`src/rtl/jpeg_fifo_pkg.sv`:
```
// rtl/jpeg_fifo_pkg.sv - shared types and constants for the JPEG output FIFO read scheduler
package jpeg_fifo_pkg;

    localparam int NUM_CH     = 3;
    localparam int FIFO_DEPTH = 16;
    localparam int LEN_W      = 5;

    typedef enum logic [1:0] {
        CH_Y  = 2'd0,
        CH_CB = 2'd1,
        CH_CR = 2'd2
    } chan_t;

    typedef enum logic [1:0] {
        ST_WAIT  = 2'd0,
        ST_READ  = 2'd1,
        ST_DRAIN = 2'd2
    } sched_state_t;

    // MCU order Y -> Cb -> Cr -> Y
    function automatic chan_t next_chan(input chan_t c);
        case (c)
            CH_Y:    return CH_CB;
            CH_CB:   return CH_CR;
            default: return CH_Y;
        endcase
    endfunction

endpackage

```
`src/rtl/fifo_blk_tracker.sv`:
```
// rtl/fifo_blk_tracker.sv - per-channel pending-block flag, word count and protocol error detect
module fifo_blk_tracker
    import jpeg_fifo_pkg::*;
#(
    parameter int LEN_W = 5
) (
    input  logic             clk,
    input  logic             rst,
    input  logic             blk_done,
    input  logic [LEN_W-1:0] blk_words,
    input  logic             clr,
    output logic             pend,
    output logic [LEN_W-1:0] len,
    output logic             blk_ready,
    output logic             err
);

    logic [LEN_W-1:0] words_clamped;

    assign words_clamped = (blk_words > LEN_W'(FIFO_DEPTH)) ? LEN_W'(FIFO_DEPTH) : blk_words;
    assign blk_ready     = !pend;
    // A blk_done in the clearing cycle still sees pend=1 and is flagged.
    assign err           = blk_done && pend;

    always_ff @(posedge clk) begin
        if (rst) begin
            pend <= 1'b0;
            len  <= '0;
        end else if (clr) begin
            pend <= 1'b0;
        end else if (blk_done && !pend) begin
            pend <= 1'b1;
            len  <= words_clamped;
        end
    end

endmodule

```
`src/rtl/fifo_read_scheduler.sv`:
```
// rtl/fifo_read_scheduler.sv - drains Y/Cb/Cr block FIFOs in MCU order into one tagged word stream
module fifo_read_scheduler
    import jpeg_fifo_pkg::*;
#(
    parameter int LEN_W = 5
) (
    input  logic                  clk,
    input  logic                  rst,
    input  logic [2:0]            blk_done,
    input  logic [2:0][LEN_W-1:0] blk_words,
    output logic [2:0]            blk_ready,
    input  logic [2:0]            fifo_empty,
    input  logic [2:0]            fifo_rdata_valid,
    input  logic [2:0][31:0]      fifo_rdata,
    output logic [2:0]            fifo_read_req,
    output logic [31:0]           out_data,
    output logic                  out_valid,
    output logic [1:0]            out_chan,
    output logic                  out_last,
    output logic                  mcu_done,
    output logic                  proto_err
);

    localparam logic [1:0] S_WAIT  = ST_WAIT;
    localparam logic [1:0] S_READ  = ST_READ;
    localparam logic [1:0] S_DRAIN = ST_DRAIN;

    logic [1:0]            state;
    chan_t                 cur;
    logic [1:0]            cur_idx;
    logic [LEN_W-1:0]      cnt;
    logic [LEN_W-1:0]      outstanding;
    logic [2:0]            pend;
    logic [2:0][LEN_W-1:0] len;
    logic [2:0]            err;
    logic [2:0]            clr;

    logic cur_pend;
    logic cur_valid;
    logic rd_fire;
    logic word_ok;
    logic last_ret;

    for (genvar c = 0; c < NUM_CH; c++) begin : g_trk
        fifo_blk_tracker #(.LEN_W(LEN_W)) u_trk (
            .clk       (clk),
            .rst       (rst),
            .blk_done  (blk_done[c]),
            .blk_words (blk_words[c]),
            .clr       (clr[c]),
            .pend      (pend[c]),
            .len       (len[c]),
            .blk_ready (blk_ready[c]),
            .err       (err[c])
        );
    end

    assign cur_idx   = cur;
    assign cur_pend  = pend[cur_idx];
    assign cur_valid = fifo_rdata_valid[cur_idx];
    assign rd_fire   = (state == S_READ) && (cnt != '0) && !fifo_empty[cur_idx];
    assign word_ok   = cur_valid && (outstanding != '0);
    assign last_ret  = cur_valid && (outstanding == LEN_W'(1));

    always_comb begin
        fifo_read_req          = '0;
        fifo_read_req[cur_idx] = rd_fire;
    end

    // Zero-length blocks are retired straight from WAIT; real blocks retire on their last return.
    always_comb begin
        clr = '0;
        if (state == S_WAIT && cur_pend && len[cur_idx] == '0)
            clr[cur_idx] = 1'b1;
        if (state == S_DRAIN && last_ret)
            clr[cur_idx] = 1'b1;
    end

    always_ff @(posedge clk) begin
        if (rst) begin
            state       <= S_WAIT;
            cur         <= CH_Y;
            cnt         <= '0;
            outstanding <= '0;
        end else begin
            if (word_ok)
                outstanding <= outstanding - LEN_W'(1);
            case (state)
                S_WAIT: begin
                    if (cur_pend) begin
                        if (len[cur_idx] != '0) begin
                            cnt         <= len[cur_idx];
                            outstanding <= len[cur_idx];
                            state       <= S_READ;
                        end else begin
                            cur <= next_chan(cur);
                        end
                    end
                end
                S_READ: begin
                    if (rd_fire) begin
                        cnt <= cnt - LEN_W'(1);
                        if (cnt == LEN_W'(1))
                            state <= S_DRAIN;
                    end
                end
                S_DRAIN: begin
                    if (last_ret) begin
                        cur   <= next_chan(cur);
                        state <= S_WAIT;
                    end
                end
                default: state <= S_WAIT;
            endcase
        end
    end

    always_ff @(posedge clk) begin
        if (rst) begin
            out_data  <= '0;
            out_valid <= 1'b0;
            out_chan  <= 2'd0;
            out_last  <= 1'b0;
            mcu_done  <= 1'b0;
            proto_err <= 1'b0;
        end else begin
            out_valid <= word_ok;
            out_data  <= word_ok ? fifo_rdata[cur_idx] : 32'd0;
            out_chan  <= word_ok ? cur_idx : 2'd0;
            out_last  <= last_ret;
            mcu_done  <= last_ret && (cur == CH_CR);
            proto_err <= proto_err | (|err);
        end
    end

endmodule

```
`config.mk`:
```
export PLATFORM = sky130hd
export DESIGN_NAME = fifo_read_scheduler
export DESIGN_NICKNAME = d
export VERILOG_FILES = /design/src/rtl/jpeg_fifo_pkg.sv /design/src/rtl/fifo_blk_tracker.sv /design/src/rtl/fifo_read_scheduler.sv
export SDC_FILE = /design/constraint.sdc
export NUM_CORES = 1
export LEC_CHECK = 0
export CAP_MARGIN = 20
export CORE_MARGIN = 8
export CORE_UTILIZATION = 37
export DETAILED_ROUTE_END_ITERATION = 10
export PLACE_DENSITY = 0.75
export RECOVER_POWER = 100
export SYNTH_ARGS = -nofsm -noshare
export SYNTH_HDL_FRONTEND = slang
export SYNTH_SLANG_ARGS = --single-unit
```
`constraint.sdc`:
```
create_clock -name clk -period 1.93 [get_ports clk]
set_input_delay 0.386 -clock clk [delete_from_list [all_inputs] [get_ports clk]]
set_output_delay 0.386 -clock clk [all_outputs]
set_load 0.01 [all_outputs]
```
==> Yosys cells after proc, flatten, opt, wreduce, memory -nomap -nowiden <==
Index checks and enable logic that the tools add are counted.
{ "totals": {"output_inout_bits": 44, "regBits": 70, "in_bits": 122, "wordCells": 116} }
{ "classes": {"order_cmp": 5, "n_mux": 36, "bitwise": 7, "n_eq_ne": 12, "reduce_logical": 38, "addsub": 2} }
{ "op_table": {"columns": ["cell", "n"], "rows": [
  ["32-bit binary-select mux with 2-bit select", 1],
  ["5-bit 2-to-1 mux", 11],
  ["32-bit 2-to-1 mux", 1],
  ["2-bit 2-to-1 mux", 8],
  ["5-bit greater-than comparator (second input constant)", 3],
  ["1-bit logical AND", 15],
  ["5-bit nonzero test", 3],
  ["5-bit binary-select mux with 2-bit select", 1],
  ["5-bit by 1-bit == test with 1-bit output (second input constant)", 2],
  ["5-bit one-hot mux with 2 select lines", 1],
  ["5-bit by 1-bit subtractor with 5-bit output (second input constant)", 2],
  ["2-bit inequality test (second input constant)", 4],
  ["2-bit one-hot mux with 2 select lines", 2],
  ["4-bit AND reduction", 2],
  ["2-bit OR reduction", 4],
  ["1-bit binary-select mux with 2-bit select", 3],
  ["3-bit 2-to-1 mux", 2],
  ["2-bit one-hot mux with 3 select lines", 1],
  ["2-bit AND reduction", 3],
  ["5-bit logical NOT", 1],
  ["5-bit AND reduction", 1],
  ["2-bit by 1-bit == test with 1-bit output (second input constant)", 2],
  ["2-bit == test (second input constant)", 2],
  ["1-bit logical NOT", 4],
  ["other kinds (12)", 21]
]} }

==> Logic depth before layout (Yosys ltp) <==
Gate-level depths: netlist of run 1.
{ "logic_depth": {"word_depth": 9, "ltp_mapped": 8, "depth_no_buf": 8} }

==> Hierarchy <==
Synthesis of run 1 repeated with hierarchy kept, for this count alone.
{ "unflattened": {"cells_unflattened": 405, "area_unflattened_um2": 3659.8} }
{ "by_module_without_submodules": {"columns": ["mod", "seq_area_each_um2", "cells_per_inst", "area_per_inst_um2", "n_inst"], "rows": [
  ["fifo_read_scheduler", 1041.0, 324, 2747.6, 1],
  ["fifo_blk_tracker", 120.1, 27, 304.0, 3]
]} }

==> Worst setup path before layout of run 1 <==
Ideal clock, no wire load.
{ "synth_timing": {"path_kind": "register to register", "from": "register cnt[0]", "to": "register cnt[0]", "setup_time_ns": 0.128, "path_stages_with_launch": 9, "period_less_slack_ns": 1.868, "setup_slack_ns": 0.062, "path_buffers": 0, "t_arrival_ns": 1.740, "cell_sequence": "dfxtp_1 -> inv_1 -> ha_1 -> or4b_1 -> o2111ai_1 -> nand3_2 -> o211ai_4 -> mux2i_1 -> nor2_1"} }
{ "synth_via": {"elab_chain_len": 5, "word_cells_on_any_way": 8, "classes_between": "add/sub: 1; eq/ne: 1; mux: 2; reduce/logical: 4"} }
{ "synth_rtl": {"columns": ["item", "line", "rtl"], "rows": [
  ["from (decl)", "fifo_read_scheduler.sv:31", "logic [LEN_W-1:0] cnt;"],
  ["from (signal assigned)", "fifo_read_scheduler.sv:92", "cnt <= len[cur_idx];"],
  ["from (signal assigned)", "fifo_read_scheduler.sv:102", "cnt <= cnt - LEN_W'(1);"],
  ["parallel branches: the longest is 5 deep, another holds 5-bit by 1-bit subtractor with 5-bit output", null, null]
]} }
Parallel ways; which one is timed is not known. The select of a mux whose other input is x is not followed.
A chain may end at the register's enable or synchronous reset.

==> Worst setup path after layout of run 1 <==
{ "layout_timing": {"from": "register cnt[1]", "to": "register cnt[1]"} }
Same word-level chain as after synthesis.

==> results.py, run 1 <==
metrics = {
    "status": {
        "outcome": "finished, violations left",
        "violations": "negative setup slack",
    },
    "sta": {
        "setup_repair_after_global_routing_missed_its_margin": "true",
        "layout_min_cycle_time_ns": 2.24,
        "slew_viol_final": 0,
        "skew_ns": 0.00975,
        "relSlewSlack": 0.483,
        "final_setup_violation_count": 55,
        "fmax_mhz": 447,
        "worst_margin_slew_ns": 0.776,
        "hold_violations": 0,
        "final.period_utilization": 1.16,
        "final.setup.worst_slack_ns": -0.306,
        "final.hold.worst_slack_ns": 0.480,
    },
    "grt": {
        "first_global_vias": 4050,
        "first_pass_grt_wire_length_mm": 20.1,
        "grt_use_met1": 0.206,
        "antenna_found_initial": 0,
        "grt_start_max_net_pins": 33,
        "gr-total-overflow": 0,
        "global_route.usage.total": 0.196,
        "grtUsageMet2": 0.368,
        "gr-usage-met3": 0.0421,
        "grt_busiest_layer": "met2",
    },
    "worst_hold_path": {
        "worst_hold_startpoint": "g_trk[1].u_trk.len[0]",
        "worstHoldPathCells": 2,
        "worstHoldEndpoint": "g_trk[1].u_trk.len[0]",
        "hold_path_class": "reg2reg",
    },
    "pwr": {
        "p_leak_uw": 0.00256,
        "powerDensity_nw_per_um2": 908,
        "power.ir.vdd_worst_mv": 0.556,
    },
    "synth": {
        "syn-num-nets": 531,
        "yosys_warnings": 0,
        "synth-edff-count": 0,
        "yosys.area.top_type_share": 0.400,
        "synth.lib_cells_used.distinct": 53,
        "post_synth_instance_area_um2": 3510,
        "postSynthRegisterBits": 70,
        "synth-async-reset-ratio": 0,
        "synth_largest_area_cell": "sky130_fd_sc_hd__dfxtp_1",
        "synth_seq_area_share": 0.400,
        "synthFlopType": "sky130_fd_sc_hd__dfxtp_1",
        "synthTopCellsByArea": "sky130_fd_sc_hd__dfxtp_1, sky130_fd_sc_hd__mux2i_1, sky130_fd_sc_hd__nor2_1, sky130_fd_sc_hd__a21oi_1, sky130_fd_sc_hd__nand2b_1",
        "netlist_instances": 403,
        "syn-mean-instance-area_um2": 8.70,
    },
    "placed_design": {
        "dpl_worst_slack_ns": -0.537,
        "dp.final_hpwl_mm": 9.42,
        "port_buffers": 165,
        "finalWeightedCongestion": 0.820,
    },
    "die": {
        "pin_count": 166,
        "floorplan.initialDensity": 0.379,
        "floorplan.die.height_um": 113,
        "overall_die_area_um2": 12800,
        "core_region_area_um2": 9240,
        "die_x_um": 113,
        "core.rowCount": 35,
    },
    "setup_path": {
        "regToRegStartpoint": "cnt[1]",
        "timing.rr.end": "cnt[1]",
        "cp_top_family": "simple AND/OR/NAND/NOR gates",
        "cp_num_buf_inv": 3,
        "crit_path_cells": "inv_2 -> ha_1 -> or4b_4 -> buf_4 -> buf_6 -> o2111ai_4 -> nand3_2 -> o211ai_4 -> mux2i_1 -> nor2_1",
        "critical_path_sink_type": "flop",
        "timing.critical_path.required_ns": 2.12,
        "critical_path.max_stage_delay_ns": 0.47,
        "timing.critical_path.slowest_stage_cell": "sky130_fd_sc_hd__or4b_4",
        "arrival_ns": 2.43,
        "r2r.worst_path.cells": 10,
        "critical_path_start_end_classification": "reg2reg",
        "worst_setup_path_start_kind": "flop",
        "cp_max_fo": 5,
        "setup.reg_to_reg.worst_slack_ns": -0.31,
    },
    "clocking": {
        "clock_tree_from_tritoncts": "done",
        "number_of_buffers_created_by_cts": 9,
        "cts_htree_levels": 3,
        "clockBufferDepth": 2,
        "insertion_delay_ns": 0.34,
        "cts_sinks": 70,
        "cts-root-buf": "sky130_fd_sc_hd__clkbuf_8",
        "clk_pin_slew_ns": 0.08,
    },
    "finish": {
        "nFillCells": 715,
        "finish.net_count": 751,
        "area_growth_pct": 77.6,
        "final_layout_size_suffix_gt1_frac": 0.237,
        "diodes": 0,
    },
    "drt": {
        "detailroute.via_count": 3814,
        "avgViaCountPerCell": 5.04,
        "detailedRoute.firstPassIterationCount": 5,
        "wirelength_mm": 13.2,
        "first_iter_violations": 252,
        "drc_errors": 0,
        "detail_route.wl_per_cell_um": 17.5,
        "postRouteAntennaNets": 0,
    },
    "flow_run": {
        "maxCapViolCount": 0,
    },
}
-- stage by stage --
stage / std cells / utilization / area (µm²) / power, µW / TNS (ns)
after floorplan: 403 / - / 3510 / 3150 / 0
after global placement: 714 / 0.598 / 5530 / 4180 / -10.44
after detailed placement: 714 / 0.598 / 5530 / 4240 / -11.90
after CTS: 757 / 0.659 / 6090 / 5620 / -2.25
after global routing: 757 / 0.674 / 6230 / 5970 / -10.83
final: 757 / 0.674 / 6230 / 5650 / -4.54
-- synthesized netlist by cell type, drive strengths merged, types with 2 or more instances --
cell	number
nand3b	15
clkbuf	12
mux2i	43
nand3	5
nand2	11
ha	6
o22ai	4
xor2	3
nor2	83
a22oi	7
dfxtp	70
mux2	7
a21oi	52
inv	11
nor3	11
nor2b	2
buf	16
o21ai	6
nand2b	19
-- registers in the layout (all words and copies together), names as in the netlist --
signal	cells
cnt	5
outstanding	5
g_trk.u_trk.len	15
cur	2
out_chan	2
state	2
out_data	32
out_valid	1
proto_err	1
g_trk.u_trk.pend	3
mcu_done	1
out_last	1
-- worst register-to-register path, stage by stage, from the launching register on --
cell,delay [ns]
sky130_fd_sc_hd__dfxtp_2,0.34
sky130_fd_sc_hd__inv_2,0.05
sky130_fd_sc_hd__ha_1,0.13
sky130_fd_sc_hd__or4b_4,0.47
sky130_fd_sc_hd__buf_4,0.15
sky130_fd_sc_hd__buf_6,0.11
sky130_fd_sc_hd__o2111ai_4,0.07
sky130_fd_sc_hd__nand3_2,0.16
sky130_fd_sc_hd__o211ai_4,0.30
sky130_fd_sc_hd__mux2i_1,0.24
sky130_fd_sc_hd__nor2_1,0.07
-- layout make-up --
class,count,area (µm²),share of cell area
Multi-Input combinational cell,296,2220,0.356
Timing Repair Buffer,235,2210,0.355
Sequential cell,70,1410,0.227
Tap cell,129,161,0.0259
Clock buffer,11,131,0.0211
Clock inverter,5,50.0,0.00804
Inverter,11,43.8,0.00703
-- per-layer routing --
metal  vias up  routed length (µm)  share of wire
met5         -                   0              0
met2       135                7110           0.54
met3        25                 682          0.051
li1       1841                   -              -
met4         0                 268          0.020
met1      1813                5180           0.39
-- worst max-delay path by stage --
stage | start | endpoint | slack, ns | cells after the start
after CTS | cnt[0] | fifo_read_req[2] | -0.25 | 7
after floorplan | cnt[0] | cnt[0] | 0.06 | 8
after global placement | fifo_empty[1] | fifo_read_req[0] | -0.52 | 6
after global routing | cnt[0] | cnt[1] | -0.35 | 10
final | cnt[1] | cnt[1] | -0.31 | 10
after detailed placement | fifo_empty[1] | fifo_read_req[0] | -0.54 | 6
-- kinds of logic (layout without fill, tap and decap cells) --
logic type / Yosys count / after routing / share of synthesized area
adders and majority gates: 6 / 6 / 0.0214
xor gates and xnor gates: 4 / 4 / 0.00999
AOI/OAI and AO/OA: 81 / 83 / 0.150
muxes: 50 / 50 / 0.148
buffers and inverters: 39 / 262 / 0.0567
and+or+nand+nor: 153 / 153 / 0.213
DFF: 70 / 70 / 0.400
-- report_power, final --
group | internal, µW | switching, µW
sequential | 1700 | 134
combinational | 1410 | 1280
clock | 590 | 548
total | 3690 | 1960
-- what timing repair did --
| item | in CTS | in global routing |
|---|---|---|
| gates cloned | 3 | 0 |
| hold buffers | 0 | 0 |
| setup endpoints to repair | 32 | 62 |
| setup buffers | 24 | 1 |
| gates resized for setup | 53 | 31 |
| pin swaps | 20 | 16 |
-- cells in the final DEF (no fill, tap or decap), drive strengths merged, types with 2 or more instances in the layout --
master,netlist,final
a21oi,52,52
a22oi,7,7
buf,16,68
clkbuf,12,16
clkdlybuf4s50,0,123
clkinv,0,4
dfxtp,70,70
dlygate4sd3,0,39
ha,6,6
inv,11,11
mux2,7,7
mux2i,43,43
nand2,11,11
nand2b,19,19
nand3,5,5
nand3b,15,15
nor2,83,83
nor2b,2,2
nor3,11,11
o211ai,1,2
o21ai,6,6
o22ai,4,4
o311a,1,2
xor2,3,3
Note: power is estimated with default switching activity, not from simulation.
==> run 2, diff against run 1 <==
--- a/config.mk
+++ b/config.mk
@@ -7,9 +7,9 @@
 export LEC_CHECK = 0
 export CAP_MARGIN = 20
 export CORE_MARGIN = 8
-export CORE_UTILIZATION = 37
+export CORE_UTILIZATION = 44
 export DETAILED_ROUTE_END_ITERATION = 10
-export PLACE_DENSITY = 0.75
+export PLACE_DENSITY = 0.84
 export RECOVER_POWER = 100
 export SYNTH_ARGS = -nofsm -noshare
 export SYNTH_HDL_FRONTEND = slang
==> constraint.sdc (replaced) <==
create_clock -name clk -period 2.9 [get_ports clk]
set_input_delay 0.58 -clock clk [delete_from_list [all_inputs] [get_ports clk]]
set_output_delay 0.58 -clock clk [all_outputs]
set_load 0.01 [all_outputs]
==> run 2 against run 1 <==
  * The run now ends clean
  * First-iteration DRC count decreased by 27%
  * Sequential share of layout area increased by 3.5 points
  * Hold slack got worse by 0.0091 ns
  * Critical path type unchanged
  * Count of clock-buffer cells in the layout unchanged
  * Register-to-register slack improved by 0.53 ns
  * Wire length decreased by 12%
  * Clock skew decreased by 0.0039 ns
  * Largest power group unchanged
==> results.py, run 2 (same netlist as run 1, synthesis figures left out) <==
metrics = {
    "finish": {
        "diodes": 0,
        "layout.cells.most_common": "sky130_fd_sc_hd__clkdlybuf4s50_1",
        "finish.net_count": 687,
        "largest_registers": "out_data (32), g_trk.u_trk.len (15)",
        "largest_register": "out_data",
        "largest_register_ffs": 32,
        "final_layout_size_suffix_gt1_frac": 0.0603,
        "layout_common_cells": "sky130_fd_sc_hd__clkdlybuf4s50_1, sky130_fd_sc_hd__nor2_1, sky130_fd_sc_hd__dfxtp_1, sky130_fd_sc_hd__a21oi_1, sky130_fd_sc_hd__mux2i_1",
        "area_growth_pct": 53.0,
    },
    "die": {
        "core.rowCount": 32,
        "floorplan.initialDensity": 0.454,
        "pin_count": 166,
        "die_x_um": 105,
        "core_region_area_um2": 7730,
        "floorplan.die.height_um": 105,
        "overall_die_area_um2": 11100,
    },
    "clocking": {
        "cts-root-buf": "sky130_fd_sc_hd__clkbuf_8",
        "number_of_buffers_created_by_cts": 9,
        "insertion_delay_ns": 0.34,
        "cts_htree_levels": 3,
        "cts_sinks": 70,
        "clock_tree_from_tritoncts": "done",
        "clk_pin_slew_ns": 0.08,
        "clockBufferDepth": 2,
        "number_of_hold_buffers_added_after_cts": 0,
    },
    "placed_design": {
        "dp.final_hpwl_mm": 9.09,
        "port_buffers": 165,
        "dpl_worst_slack_ns": 0.0402,
        "finalWeightedCongestion": 0.872,
    },
    "sta": {
        "final.setup.worst_slack_ns": 0.219,
        "final.hold.worst_slack_ns": 0.471,
        "worst_margin_slew_ns": 0.709,
        "hold_violations": 0,
        "final_setup_violation_count": 0,
        "layout_min_cycle_time_ns": 2.68,
        "final.period_utilization": 0.924,
        "skew_ns": 0.00584,
        "relSlewSlack": 0.528,
        "setup-tns-final_ns": 0,
        "fmax_mhz": 373,
        "slew_viol_final": 0,
        "setup_repair_after_global_routing_missed_its_margin": "false",
    },
    "grt": {
        "first_global_vias": 3682,
        "global_route.usage.total": 0.205,
        "gr-total-overflow": 0,
        "grt_start_max_net_pins": 47,
        "first_pass_grt_wire_length_mm": 18.5,
        "antenna_found_initial": 0,
    },
    "setup_path": {
        "crit_path_cells": "buf_12 -> mux2_1 -> a22oi_1 -> nor3_2 -> a21oi_1 -> mux2i_1 -> nor2_1",
        "setup.reg_to_reg.worst_slack_ns": 0.22,
        "critical_path_sink_type": "flop",
        "cp_max_fo": 46,
        "timing.critical_path.required_ns": 3.11,
        "timing.critical_path.slowest_stage_cell": "sky130_fd_sc_hd__a21oi_1",
        "critical_path_start_end_classification": "reg2reg",
        "arrival_ns": 2.89,
        "worst_setup_path_start_kind": "flop",
        "critical_path.max_stage_delay_ns": 0.54,
    },
    "drt": {
        "wirelength_mm": 11.6,
        "drc_errors": 0,
        "postRouteAntennaNets": 0,
        "detail_route.wl_per_cell_um": 17.4,
        "first_iter_violations": 185,
        "detailedRoute.firstPassIterationCount": 4,
        "detailroute.via_count": 3443,
        "avgViaCountPerCell": 5.17,
    },
    "worst_hold_path": {
        "hold_path_class": "reg2reg",
    },
    "status": {
        "outcome": "finished clean",
    },
    "flow_run": {
        "maxCapViolCount": 0,
    },
    "pwr": {
        "power.ir.vdd_worst_mv": 0.314,
        "powerDensity_nw_per_um2": 627,
        "p_leak_uw": 0.00216,
    },
}
## run 2: power breakdown
| part | leakage [µW] | internal (µW) | total, µW | switching (µW) |
|---|---|---|---|---|
| logic | 0.00150 | 682 | 1380 | 694 |
| registers | 0.000571 | 1130 | 1210 | 86.1 |
| clock network | 0.0000899 | 399 | 776 | 377 |
## run 2: final cells by class
type,instances,area [µm²]
timing repair buffer,173,1720
fill,599,2360
clock buffer,11,131
tap,102,128
clock inverter,5,58.8
sequential,70,1400
inverter,11,41.3
multi-input combinational,294,1880
## run 2: worst max-delay path: cells and delay by family (launching register included)
family / cells / cell delay, ns
compound gates: 2 / 0.85
buf+inv: 1 / 0.31
flops: 1 / 0.50
mux: 2 / 0.64
simple gates: 2 / 0.20
## run 2: timing repair
action                                  in CTS  in global routing
endpoints found under the setup margin       3                  3
resized for setup                            1                  4
pin swaps                                    0                  0
setup buffers                                0                  0
## run 2: metal layers
| metal | part of all wire | GRT usage | vias to the layer above | routed length, µm |
|---|---|---|---|---|
| met5 | 0 | 0 | - | 0 |
| met4 | 0.032 | 0.105 | 0 | 376 |
| met3 | 0.064 | 0.0572 | 30 | 744 |
| met2 | 0.50 | 0.356 | 140 | 5830 |
| met1 | 0.40 | 0.225 | 1573 | 4650 |
| li1 | - | - | 1700 | - |
## run 2: through the flow
stage	area (µm²)	power (µW)	utilization	std cells
global placement	5210	2620	0.675	650
finish	5360	3360	0.694	666
global route	5360	3580	0.694	666
CTS	5410	3450	0.700	666
detailed placement	5210	2660	0.675	650
floorplan	3510	2090	-	403
## run 2: final timing paths
| kind | cells after the start | start | endpoint |
|---|---|---|---|
| max | 7 | cur[0] | g_trk[0].u_trk.len[4] |
| max reg2reg | 7 | cur[0] | g_trk[0].u_trk.len[4] |
| min reg2reg | 2 | g_trk[1].u_trk.len[3] | g_trk[1].u_trk.len[3] |
| min | 2 | g_trk[1].u_trk.len[3] | g_trk[1].u_trk.len[3] |
==> run 3, diff against run 2 <==
--- a/config.mk
+++ b/config.mk
@@ -7,9 +7,9 @@
 export LEC_CHECK = 0
 export CAP_MARGIN = 20
 export CORE_MARGIN = 8
-export CORE_UTILIZATION = 44
+export CORE_UTILIZATION = 37
 export DETAILED_ROUTE_END_ITERATION = 10
-export PLACE_DENSITY = 0.84
+export PLACE_DENSITY = 0.75
 export RECOVER_POWER = 100
 export SYNTH_ARGS = -nofsm -noshare
 export SYNTH_HDL_FRONTEND = slang
==> constraint.sdc (replaced) <==
create_clock -name clk -period 2.3 [get_ports clk]
set_input_delay 0.46 -clock clk [delete_from_list [all_inputs] [get_ports clk]]
set_output_delay 0.46 -clock clk [all_outputs]
set_load 0.01 [all_outputs]
==> run 3 against run 2 <==
  * Non-clock buffer count up 22
  * First-iteration DRC count up 2.7%
  * Critical path depth unchanged
  * Power up 29%
  * Hold slack worse by 0.0035 ns
  * Worst setup slack worse by 0.15 ns
  * Die area up 16%
  * Wire length up 2.3%
  * Global-route usage down 2.8 points
  * Core utilization down 8.7 points
  * Sequential share of layout area down 1.1 points
  * Sequential cell count unchanged
  * Critical endpoint is now fifo_read_req[0]
==> results.py, run 3 (same netlist as run 1, synthesis figures left out) <==
metrics = {
    "pwr": {
        "power.ir.vdd_worst_mv": 0.387,
        "powerDensity_nw_per_um2": 775,
        "fin_total_pwr_uw": 4350,
        "p_leak_uw": 0.00228,
    },
    "setup_path": {
        "worst_setup_path_start_kind": "flop",
        "critical_path_sink_type": "output pin",
        "r2r.worst_path.cells": 7,
        "setup.reg_to_reg.worst_slack_ns": 0.10,
        "crit_start": "cnt[1]",
        "regToRegStartpoint": "cur[0]",
        "arrival_ns": 1.77,
        "cp_max_fo": 3,
        "crit_end": "fifo_read_req[0]",
        "critical_path_start_end_classification": "reg2out",
        "critical_path.max_stage_delay_ns": 0.47,
        "crit_path_cells": "inv_2 -> ha_4 -> or4b_4 -> o211a_4 -> nand2_4 -> nor3_2 -> buf_2",
        "timing.critical_path.slowest_stage_cell": "sky130_fd_sc_hd__or4b_4",
        "timing.rr.end": "cnt[2]",
        "timing.critical_path.required_ns": 1.84,
    },
    "placed_design": {
        "finalWeightedCongestion": 0.814,
        "post-place-cells": 697,
        "dp.final_hpwl_mm": 9.39,
        "dpl_worst_slack_ns": -0.265,
        "port_buffers": 165,
    },
    "drt": {
        "postRouteAntennaNets": 0,
        "drc_errors": 0,
        "detailedRoute.firstPassIterationCount": 5,
        "avgViaCountPerCell": 4.95,
        "first_iter_violations": 190,
        "wirelength_mm": 11.9,
        "detailroute.via_count": 3537,
        "detail_route.wl_per_cell_um": 16.6,
    },
    "clocking": {
        "clockBufferDepth": 2,
        "cts_htree_levels": 3,
        "number_of_buffers_created_by_cts": 9,
        "clk_pin_slew_ns": 0.07,
        "insertion_delay_ns": 0.33,
        "clock_tree_from_tritoncts": "done",
        "cts-root-buf": "sky130_fd_sc_hd__clkbuf_8",
        "cts_sinks": 70,
    },
    "sta": {
        "worst_margin_slew_ns": 0.496,
        "final.setup.worst_slack_ns": 0.0692,
        "hold_violations": 0,
        "relSlewSlack": 0.670,
        "final_setup_violation_count": 0,
        "fmax_mhz": 448,
        "slew_viol_final": 0,
        "final.hold.worst_slack_ns": 0.467,
        "layout_min_cycle_time_ns": 2.23,
        "skew_ns": 0.0113,
        "final.period_utilization": 0.970,
    },
    "finish": {
        "layout_common_cells": "sky130_fd_sc_hd__clkdlybuf4s50_1, sky130_fd_sc_hd__nor2_1, sky130_fd_sc_hd__dfxtp_1, sky130_fd_sc_hd__a21oi_1, sky130_fd_sc_hd__mux2i_1",
        "largest_register": "out_data",
        "final_layout_size_suffix_gt1_frac": 0.123,
        "layout.cells.most_common": "sky130_fd_sc_hd__clkdlybuf4s50_1",
        "area_growth_pct": 60.0,
        "largest_register_ffs": 32,
        "diodes": 0,
        "largest_registers": "out_data (32), g_trk.u_trk.len (15)",
        "finish.net_count": 709,
        "number_of_standard_cells_in_the_final_layout_excluding_fillers": 714,
        "nFillCells": 834,
    },
    "flow_run": {
        "maxCapViolCount": 0,
    },
    "grt": {
        "grt_start_max_net_pins": 37,
        "gr-total-overflow": 0,
        "first_pass_grt_wire_length_mm": 18.4,
        "first_global_vias": 3681,
        "global_route.usage.total": 0.178,
        "antenna_found_initial": 0,
    },
    "status": {
        "outcome": "finished clean",
    },
    "die": {
        "floorplan.die.height_um": 113,
        "overall_die_area_um2": 12800,
        "core_region_area_um2": 9240,
        "pin_count": 166,
        "floorplan.initialDensity": 0.379,
        "core.rowCount": 35,
        "die_x_um": 113,
    },
    "worst_hold_path": {
        "hold_path_class": "reg2reg",
    },
}
[run 3: cell types whose count changed in the layout (fill, tap and decap cells not counted), sizes merged]
cell	delta
clkinv	+1
buf	+23
clkinvlp	-1
inv	-1
dlymetal6s2s	-1
[run 3: cell type report]
type / count / area, µm² / share of cell area
multi-input combinational: 294 / 1940 / 0.345
inverter: 11 / 41.3 / 0.00736
sequential: 70 / 1410 / 0.250
clock inverter: 4 / 47.5 / 0.00847
timing repair buffer: 195 / 1880 / 0.334
clock buffer: 11 / 141 / 0.0252
tap: 129 / 161 / 0.0288
[run 3: how the worst min path moves through the flow]
stage,startpoint,endpoint,cells after the start
3_3_place_gp,g_trk[1].u_trk.len[3],g_trk[1].u_trk.len[3],2
2_1_floorplan,g_trk[0].u_trk.len[1],g_trk[0].u_trk.len[1],2
5_1_grt,g_trk[1].u_trk.len[0],g_trk[1].u_trk.len[0],2
4_1_cts,g_trk[1].u_trk.len[3],g_trk[1].u_trk.len[3],2
3_5_place_dp,g_trk[1].u_trk.len[3],g_trk[1].u_trk.len[3],2
6_report,g_trk[1].u_trk.len[3],g_trk[1].u_trk.len[3],2
[run 3: stage by stage]
step | setup TNS [ns] | util | instance area [µm²]
after floorplan | 0 | - | 3510
after global placement | -0.795 | 0.583 | 5390
after detailed placement | -0.803 | 0.583 | 5390
after CTS | 0 | 0.603 | 5570
after global routing | -0.00102 | 0.607 | 5610
final | 0 | 0.607 | 5610
[run 3: metal layers]
metal	wire [µm]	vias up	share of wire	global-route usage
met5	0	-	0	0
met4	263	0	0.022	0.0613
met3	775	18	0.065	0.0469
met2	6280	120	0.53	0.331
met1	4560	1662	0.38	0.188
li1	-	1737	-	-
[run 3: power breakdown]
part           total, µW  internal [µW]  switching (µW)
Sequential          1520           1420             100
Combinational       1860            945             915
Clock                968            522             446
Total               4350           2890            1460
[run 3: worst max-delay path, delay by kind of cell, from the launching register on]
family | cells | cell delay, ns
buffers and inverters | 2 | 0.23
DFF | 1 | 0.32
AOI/OAI and AO/OA | 1 | 0.17
adders and majority gates | 1 | 0.12
and+or+nand+nor | 3 | 0.61
[run 3: what timing repair did]
item	4_1_cts	5_1_grt
pin swaps	1	2
endpoints found under the setup margin	3	10
hold buffers	0	0
setup buffers	1	1
resized for setup	15	12
